File: src/rtl/atari_input_pkg.sv
// Shared types and constants for the scripted Atari input player.
package atari_input_pkg;

    localparam int BTN_W = 7;
    localparam int SW_W  = 4;

    localparam int BTN_RESET  = 0;
    localparam int BTN_FIRE   = 1;
    localparam int BTN_SELECT = 2;
    localparam int BTN_UP     = 3;
    localparam int BTN_DOWN   = 4;
    localparam int BTN_LEFT   = 5;
    localparam int BTN_RIGHT  = 6;

    typedef enum logic [1:0] {
        IDLE  = 2'd0,
        ARMED = 2'd1,
        PLAY  = 2'd2,
        DONE  = 2'd3
    } player_state_e;

endpackage

File: src/rtl/atari_script_mem.sv
// Script storage: register file with one synchronous write port and an asynchronous read port.
module atari_script_mem #(
    parameter int DEPTH  = 16,
    parameter int DATA_W = 27
) (
    input  logic                     clk_i,
    input  logic                     we_i,
    input  logic [$clog2(DEPTH)-1:0] waddr_i,
    input  logic [DATA_W-1:0]        wdata_i,
    input  logic [$clog2(DEPTH)-1:0] raddr_i,
    output logic [DATA_W-1:0]        rdata_o
);

    logic [DATA_W-1:0] mem_q [DEPTH];

    // Contents are deliberately not reset; entries past the fill count are never read.
    always_ff @(posedge clk_i) begin
        if (we_i) begin
            mem_q[waddr_i] <= wdata_i;
        end
    end

    assign rdata_o = mem_q[raddr_i];

endmodule

File: src/rtl/atari_input_player.sv
// Replays a recorded script of button/switch states, one entry per run of video frames.
module atari_input_player
    import atari_input_pkg::*;
#(
    parameter int DEPTH   = 16,
    parameter int FRAME_W = 16
) (
    input  logic                            clk_pixel,
    input  logic                            reset,
    input  logic                            vsync,
    input  logic [BTN_W-1:0]                btn_live,
    input  logic [SW_W-1:0]                 sw_live,
    input  logic                            prog_valid,
    output logic                            prog_ready,
    input  logic [SW_W+BTN_W+FRAME_W-1:0]   prog_data,
    input  logic                            start,
    input  logic                            clear,
    input  logic                            abort,
    output logic [BTN_W-1:0]                btn_out,
    output logic [SW_W-1:0]                 sw_out,
    output logic                            busy,
    output logic                            done,
    output logic [$clog2(DEPTH)-1:0]        entry_idx,
    output logic [FRAME_W-1:0]              frame_cnt
);

    localparam int AW      = $clog2(DEPTH);
    localparam int CW      = AW + 1;
    localparam int ENTRY_W = SW_W + BTN_W + FRAME_W;
    localparam logic [CW-1:0] DEPTH_C = CW'(DEPTH);

    player_state_e       state_q, state_d;
    logic [CW-1:0]       count_q, count_d;
    logic [AW-1:0]       wr_ptr_q, wr_ptr_d;
    logic [AW-1:0]       rd_ptr_q, rd_ptr_d;
    logic [FRAME_W-1:0]  remaining_q, remaining_d;
    logic [FRAME_W-1:0]  frame_cnt_q, frame_cnt_d;
    logic [BTN_W-1:0]    btn_q, btn_d;
    logic [SW_W-1:0]     sw_q, sw_d;
    logic                vsync_q;

    logic                tick;
    logic                clr_req;
    logic                wr_en;
    logic                last_entry;
    logic [AW-1:0]       rd_addr;
    logic [ENTRY_W-1:0]  rd_data;
    logic [BTN_W-1:0]    ent_btn;
    logic [SW_W-1:0]     ent_sw;
    logic [FRAME_W-1:0]  ent_dur;

    assign tick       = vsync & ~vsync_q;
    assign prog_ready = (state_q == IDLE) && (count_q < DEPTH_C);
    assign clr_req    = (state_q == IDLE) && clear && (count_q != '0);
    assign wr_en      = prog_valid && prog_ready && !clr_req;
    assign last_entry = ({1'b0, rd_ptr_q} == (count_q - 1'b1));

    // ARMED fetches entry 0; PLAY pre-fetches the entry that follows the current one.
    assign rd_addr = (state_q == ARMED) ? '0 : rd_ptr_q + 1'b1;

    atari_script_mem #(
        .DEPTH  (DEPTH),
        .DATA_W (ENTRY_W)
    ) u_mem (
        .clk_i   (clk_pixel),
        .we_i    (wr_en),
        .waddr_i (wr_ptr_q),
        .wdata_i (prog_data),
        .raddr_i (rd_addr),
        .rdata_o (rd_data)
    );

    assign ent_sw  = rd_data[ENTRY_W-1 -: SW_W];
    assign ent_btn = rd_data[FRAME_W +: BTN_W];
    assign ent_dur = (rd_data[FRAME_W-1:0] == '0) ? FRAME_W'(1) : rd_data[FRAME_W-1:0];

    always_comb begin
        state_d     = state_q;
        count_d     = count_q;
        wr_ptr_d    = wr_ptr_q;
        rd_ptr_d    = rd_ptr_q;
        remaining_d = remaining_q;
        frame_cnt_d = frame_cnt_q;
        btn_d       = btn_q;
        sw_d        = sw_q;

        if (abort && state_q != IDLE) begin
            state_d = IDLE;
            btn_d   = btn_live;
            sw_d    = sw_live;
        end else begin
            case (state_q)
                IDLE: begin
                    btn_d = btn_live;
                    sw_d  = sw_live;
                    if (clr_req) begin
                        count_d  = '0;
                        wr_ptr_d = '0;
                    end else if (wr_en) begin
                        count_d  = count_q + 1'b1;
                        wr_ptr_d = wr_ptr_q + 1'b1;
                    end
                    // Starting alongside a clear would arm an empty script, so clear wins.
                    if (start && !abort && !clr_req && count_q != '0) begin
                        state_d = ARMED;
                    end
                end
                ARMED: begin
                    btn_d = btn_live;
                    sw_d  = sw_live;
                    if (tick) begin
                        state_d     = PLAY;
                        rd_ptr_d    = '0;
                        remaining_d = ent_dur;
                        frame_cnt_d = '0;
                        btn_d       = ent_btn;
                        sw_d        = ent_sw;
                    end
                end
                PLAY: begin
                    if (tick) begin
                        frame_cnt_d = (&frame_cnt_q) ? frame_cnt_q : frame_cnt_q + 1'b1;
                        if (remaining_q > FRAME_W'(1)) begin
                            remaining_d = remaining_q - 1'b1;
                        end else if (!last_entry) begin
                            rd_ptr_d    = rd_ptr_q + 1'b1;
                            remaining_d = ent_dur;
                            btn_d       = ent_btn;
                            sw_d        = ent_sw;
                        end else begin
                            state_d = DONE;
                        end
                    end
                end
                DONE: begin
                    state_d = IDLE;
                    btn_d   = btn_live;
                    sw_d    = sw_live;
                end
                default: state_d = IDLE;
            endcase
        end
    end

    always_ff @(posedge clk_pixel) begin
        if (reset) begin
            state_q     <= IDLE;
            count_q     <= '0;
            wr_ptr_q    <= '0;
            rd_ptr_q    <= '0;
            remaining_q <= '0;
            frame_cnt_q <= '0;
            btn_q       <= '0;
            sw_q        <= '0;
            vsync_q     <= 1'b0;
        end else begin
            state_q     <= state_d;
            count_q     <= count_d;
            wr_ptr_q    <= wr_ptr_d;
            rd_ptr_q    <= rd_ptr_d;
            remaining_q <= remaining_d;
            frame_cnt_q <= frame_cnt_d;
            btn_q       <= btn_d;
            sw_q        <= sw_d;
            vsync_q     <= vsync;
        end
    end

    assign btn_out   = btn_q;
    assign sw_out    = sw_q;
    assign busy      = (state_q != IDLE);
    assign done      = (state_q == DONE);
    assign entry_idx = rd_ptr_q;
    assign frame_cnt = frame_cnt_q;

endmodule

File: config.mk
export PLATFORM = sky130hd
export DESIGN_NAME = atari_input_player
export DESIGN_NICKNAME = d
export VERILOG_FILES = /design/src/rtl/atari_input_pkg.sv /design/src/rtl/atari_script_mem.sv /design/src/rtl/atari_input_player.sv
export SDC_FILE = /design/constraint.sdc
export NUM_CORES = 1
export LEC_CHECK = 0
export ABC_AREA = 1
export CAP_MARGIN = 20
export CORE_MARGIN = 5
export CORE_UTILIZATION = 30
export DETAILED_ROUTE_END_ITERATION = 16
export SLEW_MARGIN = 15
export SYNTH_ARGS = -nofsm -noshare
export SYNTH_HDL_FRONTEND = slang
export SYNTH_HIERARCHICAL = 1
export SYNTH_SLANG_ARGS = --single-unit
File: constraint.sdc
create_clock -name clk_pixel -period 6.6 [get_ports clk_pixel]
set_clock_uncertainty 0.1 [all_clocks]
set_input_delay 0.99 -clock clk_pixel [delete_from_list [all_inputs] [get_ports clk_pixel]]
set_output_delay 0.99 -clock clk_pixel [all_outputs]
set_load 0.005 [all_outputs]
-- Yosys cells after proc, flatten, opt, wreduce, memory -nomap -nowiden
Memories as Yosys holds them, arrays and structs flattened.
Cells that the tools add are included.
- logic and storage cells: 102
- input port bits: 45
- output and inout port bits: 34
- register bits: 59
- bits in writable memories: 432
- memories: 1
- bitwise gates (word level): 3
- add/subtract/negate cells: 6
- mux-type cells: 40
- magnitude comparators: 2
- reduce and logical (&&, ||, !) cells: 26
- equality and inequality tests: 15
- memories (name ; depth ; width ; rd ports ; clocked after Yosys merged registers in ; write ports ; line ; text):
    u_mem.mem_q ; 16 ; 27 ; 1 ; 0 ; 1 ; atari_script_mem.sv:14 ; logic [DATA_W-1:0] mem_q [DEPTH];
- operators by type and width (kind ; count):
    $mux 16 ; 8
    $pmux 16 s2 ; 2
    $mux 4 ; 12
    $mux 7 ; 5
    $pmux 7 s3 ; 1
    $add 16x1->16 const B ; 1
    $gt 16x1->1 const B ; 1
    $logic_not 16->1 ; 1
    $reduce_and 16->1 ; 1
    $sub 16x1->16 const B ; 1
    $reduce_and 5->1 ; 3
    $ne 2x2->1 const B ; 6
    $ne 3x3->1 const B ; 4
    $pmux 4 s3 ; 1
    $mux 2 ; 5
    $mux 5 ; 2
    $logic_and 1x1->1 ; 9
    $add 4x1->4 const B ; 2
    $pmux 2 s4 ; 1
    $pmux 4 s2 ; 1
    $reduce_and 3->1 ; 2
    $reduce_and 6->1 ; 1
    $reduce_bool 2->1 ; 3
    $add 5x1->5 const B ; 1
    13 further kinds ; 18

-- Depth between registers and ports, before layout
An unclocked memory read counts as a cell.
- depth after elaboration: 9
- gate-level depth with buffers: 24
- depth with buffers taken out: 21

-- By module
Netlist, hierarchy kept.
- modules (own cells, without submodules) (module ; seq. area each (um^2) ; cells an instance ; area an instance (um^2) ; times used):
    atari_script_mem ; 12972.4 ; 1764 ; 18529.0 ; 1
    atari_input_player ; 1181.1 ; 669 ; 4038.9 ; 1

-- Least setup slack after synthesis
OpenSTA, ideal clock, no wires.
- kind: in2reg
- start point: input prog_valid
- end point: memory u_mem.mem_q[12][0], enable pin
- buffers on the path: 0
- slack: 3404 ps
- library setup time: 411 ps
- stages: 4
- data arrival time: 2686 ps
- data required time: 6089 ps
- cell sequence: nand2_2 a31oi_1 nand3_1 nor2_1
- cells in the longest elaborated chain, start to end: 4
- ends and longest elaborated chain (item ; line ; text):
    start: declaration ; atari_input_player.sv:13 ; input logic prog_valid,
    $logic_and 1x1->1 (2 in series) ; atari_input_player.sv:55 ; assign wr_en = prog_valid && prog_ready && !clr_req;
    net wr_en ; atari_input_player.sv:44 ; logic wr_en;
    $mux 1 ; atari_script_mem.sv:18 ; if (we_i) begin
    $mux 1 (implied by the code) ; atari_script_mem.sv:19 ; mem_q[waddr_i] <= wdata_i;
    end: declaration ; atari_script_mem.sv:14 ;
The timed path passes the listed nets, and every way through them passes these cells.

-- Final worst setup path
- start point: register state_q[1]
- end point: register remaining_q[0]
- cells in the longest elaborated chain, start to end: 9
- elaborated cells between the ends (all ways): 19
- those cells by class: 5 x eq/ne; 7 x mux; 1 x bitwise; 5 x reduce/logical; 1 x memory
- ends and longest elaborated chain (item ; line ; text):
    start: declaration ; atari_input_player.sv:32 ; player_state_e state_q, state_d;
    start signal: assignment ; atari_input_player.sv:157 ; state_q <= state_d;
    $eq 2x1->1 * ; atari_input_player.sv:59 ; assign rd_addr = (state_q == ARMED) ? '0 : rd_ptr_q + 1'b1;
    $mux 4 * ; atari_input_player.sv:59 ;
    net rd_addr[1] ; atari_input_player.sv:46 ; logic [AW-1:0] rd_addr;
    $mem_v2 16x27 * ; - ;
    net rd_data[14] ; atari_input_player.sv:47 ; logic [ENTRY_W-1:0] rd_data;
    $logic_not 16->1 * ; atari_input_player.sv:75 ; assign ent_dur = (rd_data[FRAME_W-1:0] == '0) ? FRAME_W'(1) : rd_data[FRAME_W-1:0];
    $mux 16 * ; atari_input_player.sv:75 ;
    $mux 16 ; atari_input_player.sv:125 ; end else if (!last_entry) begin
    $mux 16 ; atari_input_player.sv:123 ; if (remaining_q > FRAME_W'(1)) begin
    $mux 16 ; atari_input_player.sv:121 ; if (tick) begin
    $pmux 16 s2 * ; atari_input_player.sv:92 ; case (state_q)
    end signal: assignment ; atari_input_player.sv:161 ; remaining_q <= remaining_d;
    end: declaration ; atari_input_player.sv:36 ; logic [FRAME_W-1:0] remaining_q, remaining_d;
Mark *: on every way through the listed nets, which the timed path passes. The rest lies on a longest branch. The select of a mux whose other input is x is not followed.
A chain may end at the register's enable or synchronous reset.

==> impl_summary.txt <==
----------------------------------------------------
[Outcome]
  Outcome ... finished, final reports clean

[STA]
  Min Clock Period, post-route ... 3.74 ns
  F_max ... 0.267 GHz
  Aggregate negative setup slack ... 0 ns
  Hold Violations, Final ... 0
  Worst path setup slack after routing ... 2.86 ns
  Pins Over Slew Limit ... 0
  Fin crit share ... 56.6%
  Slew of the pin with the lowest slew margin ... 1.12 ns
  Total of endpoints with negative setup slack in the final report ... 0
  Setup repair after global routing missed its margin ... false
  Headroom to the max-slew limit ... 25.0%

[Finish]
  Antenna Diode Count ... 0
  Leading cell type in the layout, fill and taps excluded ... nand2_1
  Design Area, Final ... 26100 µm²
  Area grow syn2layout ... 15.4%
  Number of standard cells in the final layout excluding fillers ... 3496
  Share of cells above drive strength 1 ... 5.82%
  Final #Nets ... 2539
  Most frequent cells in the layout ... nand2_1, edfxtp_1, inv_1, nand3_1, nor2_1
  Post-layout utilization of the core ... 34.9%

[Pwr]
  Switching share of power ... 31.3%
  Part of the total power dissipated in combinational logic ... 22.3%
  Areal power density over the cells ... 325 nW/µm²
  Leakage ... 10.8 nW
  Switching power of the nets ... 2.65 mW
  Part of the total power dissipated in sequential elements ... 43.3%
  Internal power contribution ... 5.81 mW
  Clock group share of total power ... 34.4%
  Peak ir drop on the vdd network ... 0.198 mV

[Critical path]
  Crit-path cells ... inv_1 > ha_1 > nor2_4 > buf_4 > buf_4 > nand3_1 > nand3_1 > nand3_1 > nand2_1 > nor2_1 > nand2_1 > nor2_1 > nand2_1 > nand2_1 > nand2_1 > nand2_1 > inv_1 > nand3_1 > nand2_1 > nor2_1
  Maximum cell stage delay along the critical path ... 0.76 ns
  Type of the worst setup path ... reg2reg
  R2R Setup Slk ... 2.86 ns
  Dominant delay contributor by cell family on the critical path ... buffers and inverters
  CP most frequent cell ... nand2_1
  Startpoint types ... register
  Buffering stage count on the worst path with inverters included ... 4
  Slowest cell on the critical path ... buf_4
  Required time of the critical path ... 7.00 ns
  Kind of end point of the critical path ... register
  Arrival @ worst endpoint ... 4.14 ns
  Peak fanout along the critical path ... 65

[Detailed routing]
  Violation count after the first detailed-routing iteration ... 1249
  Detail-routed via count per cell ... 4.56
  Total via count in the routed design ... 15954
  ANT nets after route ... 0
  DRC violation count after routing ... 0
  Detailed-router iteration count before antenna repair ... 5
  Routed wire length ... 57200 µm
  Final routed wire length divided by cell count ... 16.4 µm

[Place]
  GP Congestion ... 0.826
  Port Buf Inserts ... 78
  Placed cell count ... 3394
  Final HPWL from detailed placement ... 33600 µm
  Area of placed instances ... 24300 µm²
  Worst slack, placed ... 2.67 ns

[Logic synthesis]
  Post-synthesis net count ... 2490
  Number of synthesis warnings ... 6
  Number of library cell types mapped by synthesis ... 37
  Cell taking the most area after synthesis ... edfxtp_1
  Average instance area after synthesis ... 9.28 µm²
  Syn Inst Count ... 2433
  Post-synthesis sequential area ratio ... 62.7%
  Synthesized cell area ... 22600 µm²
  Largest cells by area after synthesis ... edfxtp_1, nand2_1, nand3_1
  Top-area cell type share of the netlist area ... 57.5%
  Flop and latch count out of synthesis ... 491

[Clock network]
  Maximum level of the CTS H-tree ... 2
  Insertion delay to the later sink of the worst-skew pair ... 0.62 ns
  Post-cts resize count ... 0
  Clock Root Buffer ... clkbuf_16
  Num Clock Sinks ... 491
  Post-CTS clock slew at the launch and capture registers of the worst setup and hold paths ... 0.06 ns
  Buffer count from post-CTS setup fixing ... 0
  TritonCTS clock tree ... done
  Largest buffer count on any clock path ... 3
  TritonCTS buffer count ... 54
  Hold-fix buffers, CTS ... 0

[GRT]
  Vias in the first global route ... 14507
  Initial antenna violation count ... 1
  Pin count of the biggest net entering global routing ... 152
  Global-route wire length before repair ... 87600 µm
  Grt total ovfl ... 0
  GRT Resource Usage Total ... 13.6%

[Floorplanning]
  Die Wd ... 284 µm
  Die outline height ... 284 µm
  Count of pins on the block boundary ... 79
  Die Outline Area ... 80800 µm²
  Cell Rows ... 100
  Initial core utilization ... 30.3%
  CORE AREA ... 74600 µm²

[Run]
  Max-capacitance violation count ... 0

[Hold path]
  Tightest Hold Check Type ... reg2reg

----------------------------------------------------
[path summary, 6_finish.rpt]
kind,start,endpoint,cells after the start
worst max register to register,state_q[1],remaining_q[0],20
worst min-delay path,frame_cnt[2],frame_cnt[2],2
worst min register to register,frame_cnt[2],frame_cnt[2],2
worst max-delay path,state_q[1],remaining_q[0],20
[worst register-to-register path: cells and delay by family (launching register included)]
kind | cells | cell delay (ns)
adders and majority gates | 1 | 0.36
buffers and inverters | 4 | 1.43
DFF | 1 | 0.35
and+or+nand+nor | 15 | 1.40
[layer usage]
| layer | track usage [%] | wire (µm) | vias to the layer above |
|---|---|---|---|
| li1 | - | - | 7912 |
| met1 | 19.2 | 26100 | 7508 |
| met2 | 21.9 | 26400 | 456 |
| met3 | 2.20 | 3550 | 78 |
| met4 | 3.87 | 1200 | 0 |
| met5 | 0 | 0 | - |
[cell usage after synthesis]
cell / number
ha_1: 12
nor4_1: 1
nand3_1: 380
nand3_4: 1
a21oi_1: 28
inv_1: 401
buf_2: 44
nand4_1: 12
clkinv_1: 2
buf_4: 24
nor3_2: 2
clkbuf_8: 1
o21ai_1: 5
nand3b_1: 10
buf_1: 14
xnor2_1: 2
nand4_2: 1
a31oi_1: 2
o21ai_0: 23
nand3_2: 2
edfxtp_1: 432
nor2_1: 140
nand2_2: 4
nand2_4: 2
clkbuf_2: 1
nor2_2: 9
clkbuf_1: 17
buf_6: 4
nor3_1: 8
dfxtp_1: 59
nand2_1: 764
nor2_4: 5
inv_4: 1
and3_1: 1
a21oi_2: 1
inv_2: 8
xor2_1: 10
[state kept, by name, summed over array words and instances, names as in the netlist, 2 cells and up]
name	count
sw_out	4
wr_ptr_q	4
remaining_q	16
state_q	2
count_q	5
frame_cnt	16
btn_out	7
u_mem/mem_q	432
entry_idx	4
[kinds of logic after synthesis]
logic type                 Yosys count  synth area share (%)
buffers and inverters              517                  9.44
xor gates and xnor gates            12                 0.466
AOI/OAI and AO/OA                   59                  1.34
adders and majority gates           12                 0.665
DFF                                491                  62.7
and+or+nand+nor                   1342                  25.4
[power groups by stage]
stage               Combinational, mW  Sequential, mW  Clock (mW)
finish                           1.89            3.66        2.91
global route                     2.12            3.68        3.12
CTS                              1.90            3.66        2.98
detailed placement               1.90            3.73           0
global placement                 1.88            3.72           0
floorplan                        1.30            3.70           0
[cell type report]
class,count,area [µm²]
Fill cell,7506,48500
Multi-Input combinational cell,1425,6430
Timing Repair Buffer,98,983
Clock buffer,67,1400
Clock inverter,34,312
Tap cell,969,1210
Inverter,412,1550
Sequential cell,491,14200
[stage by stage]
step                hold WS, ns  power (mW)
global route              0.434        8.91
CTS                       0.399        8.54
finish                    0.403        8.46
floorplan                 0.374        5.00
global placement          0.384        5.60
detailed placement        0.391        5.62
No activity file was read; power rests on OpenSTA's default activity.
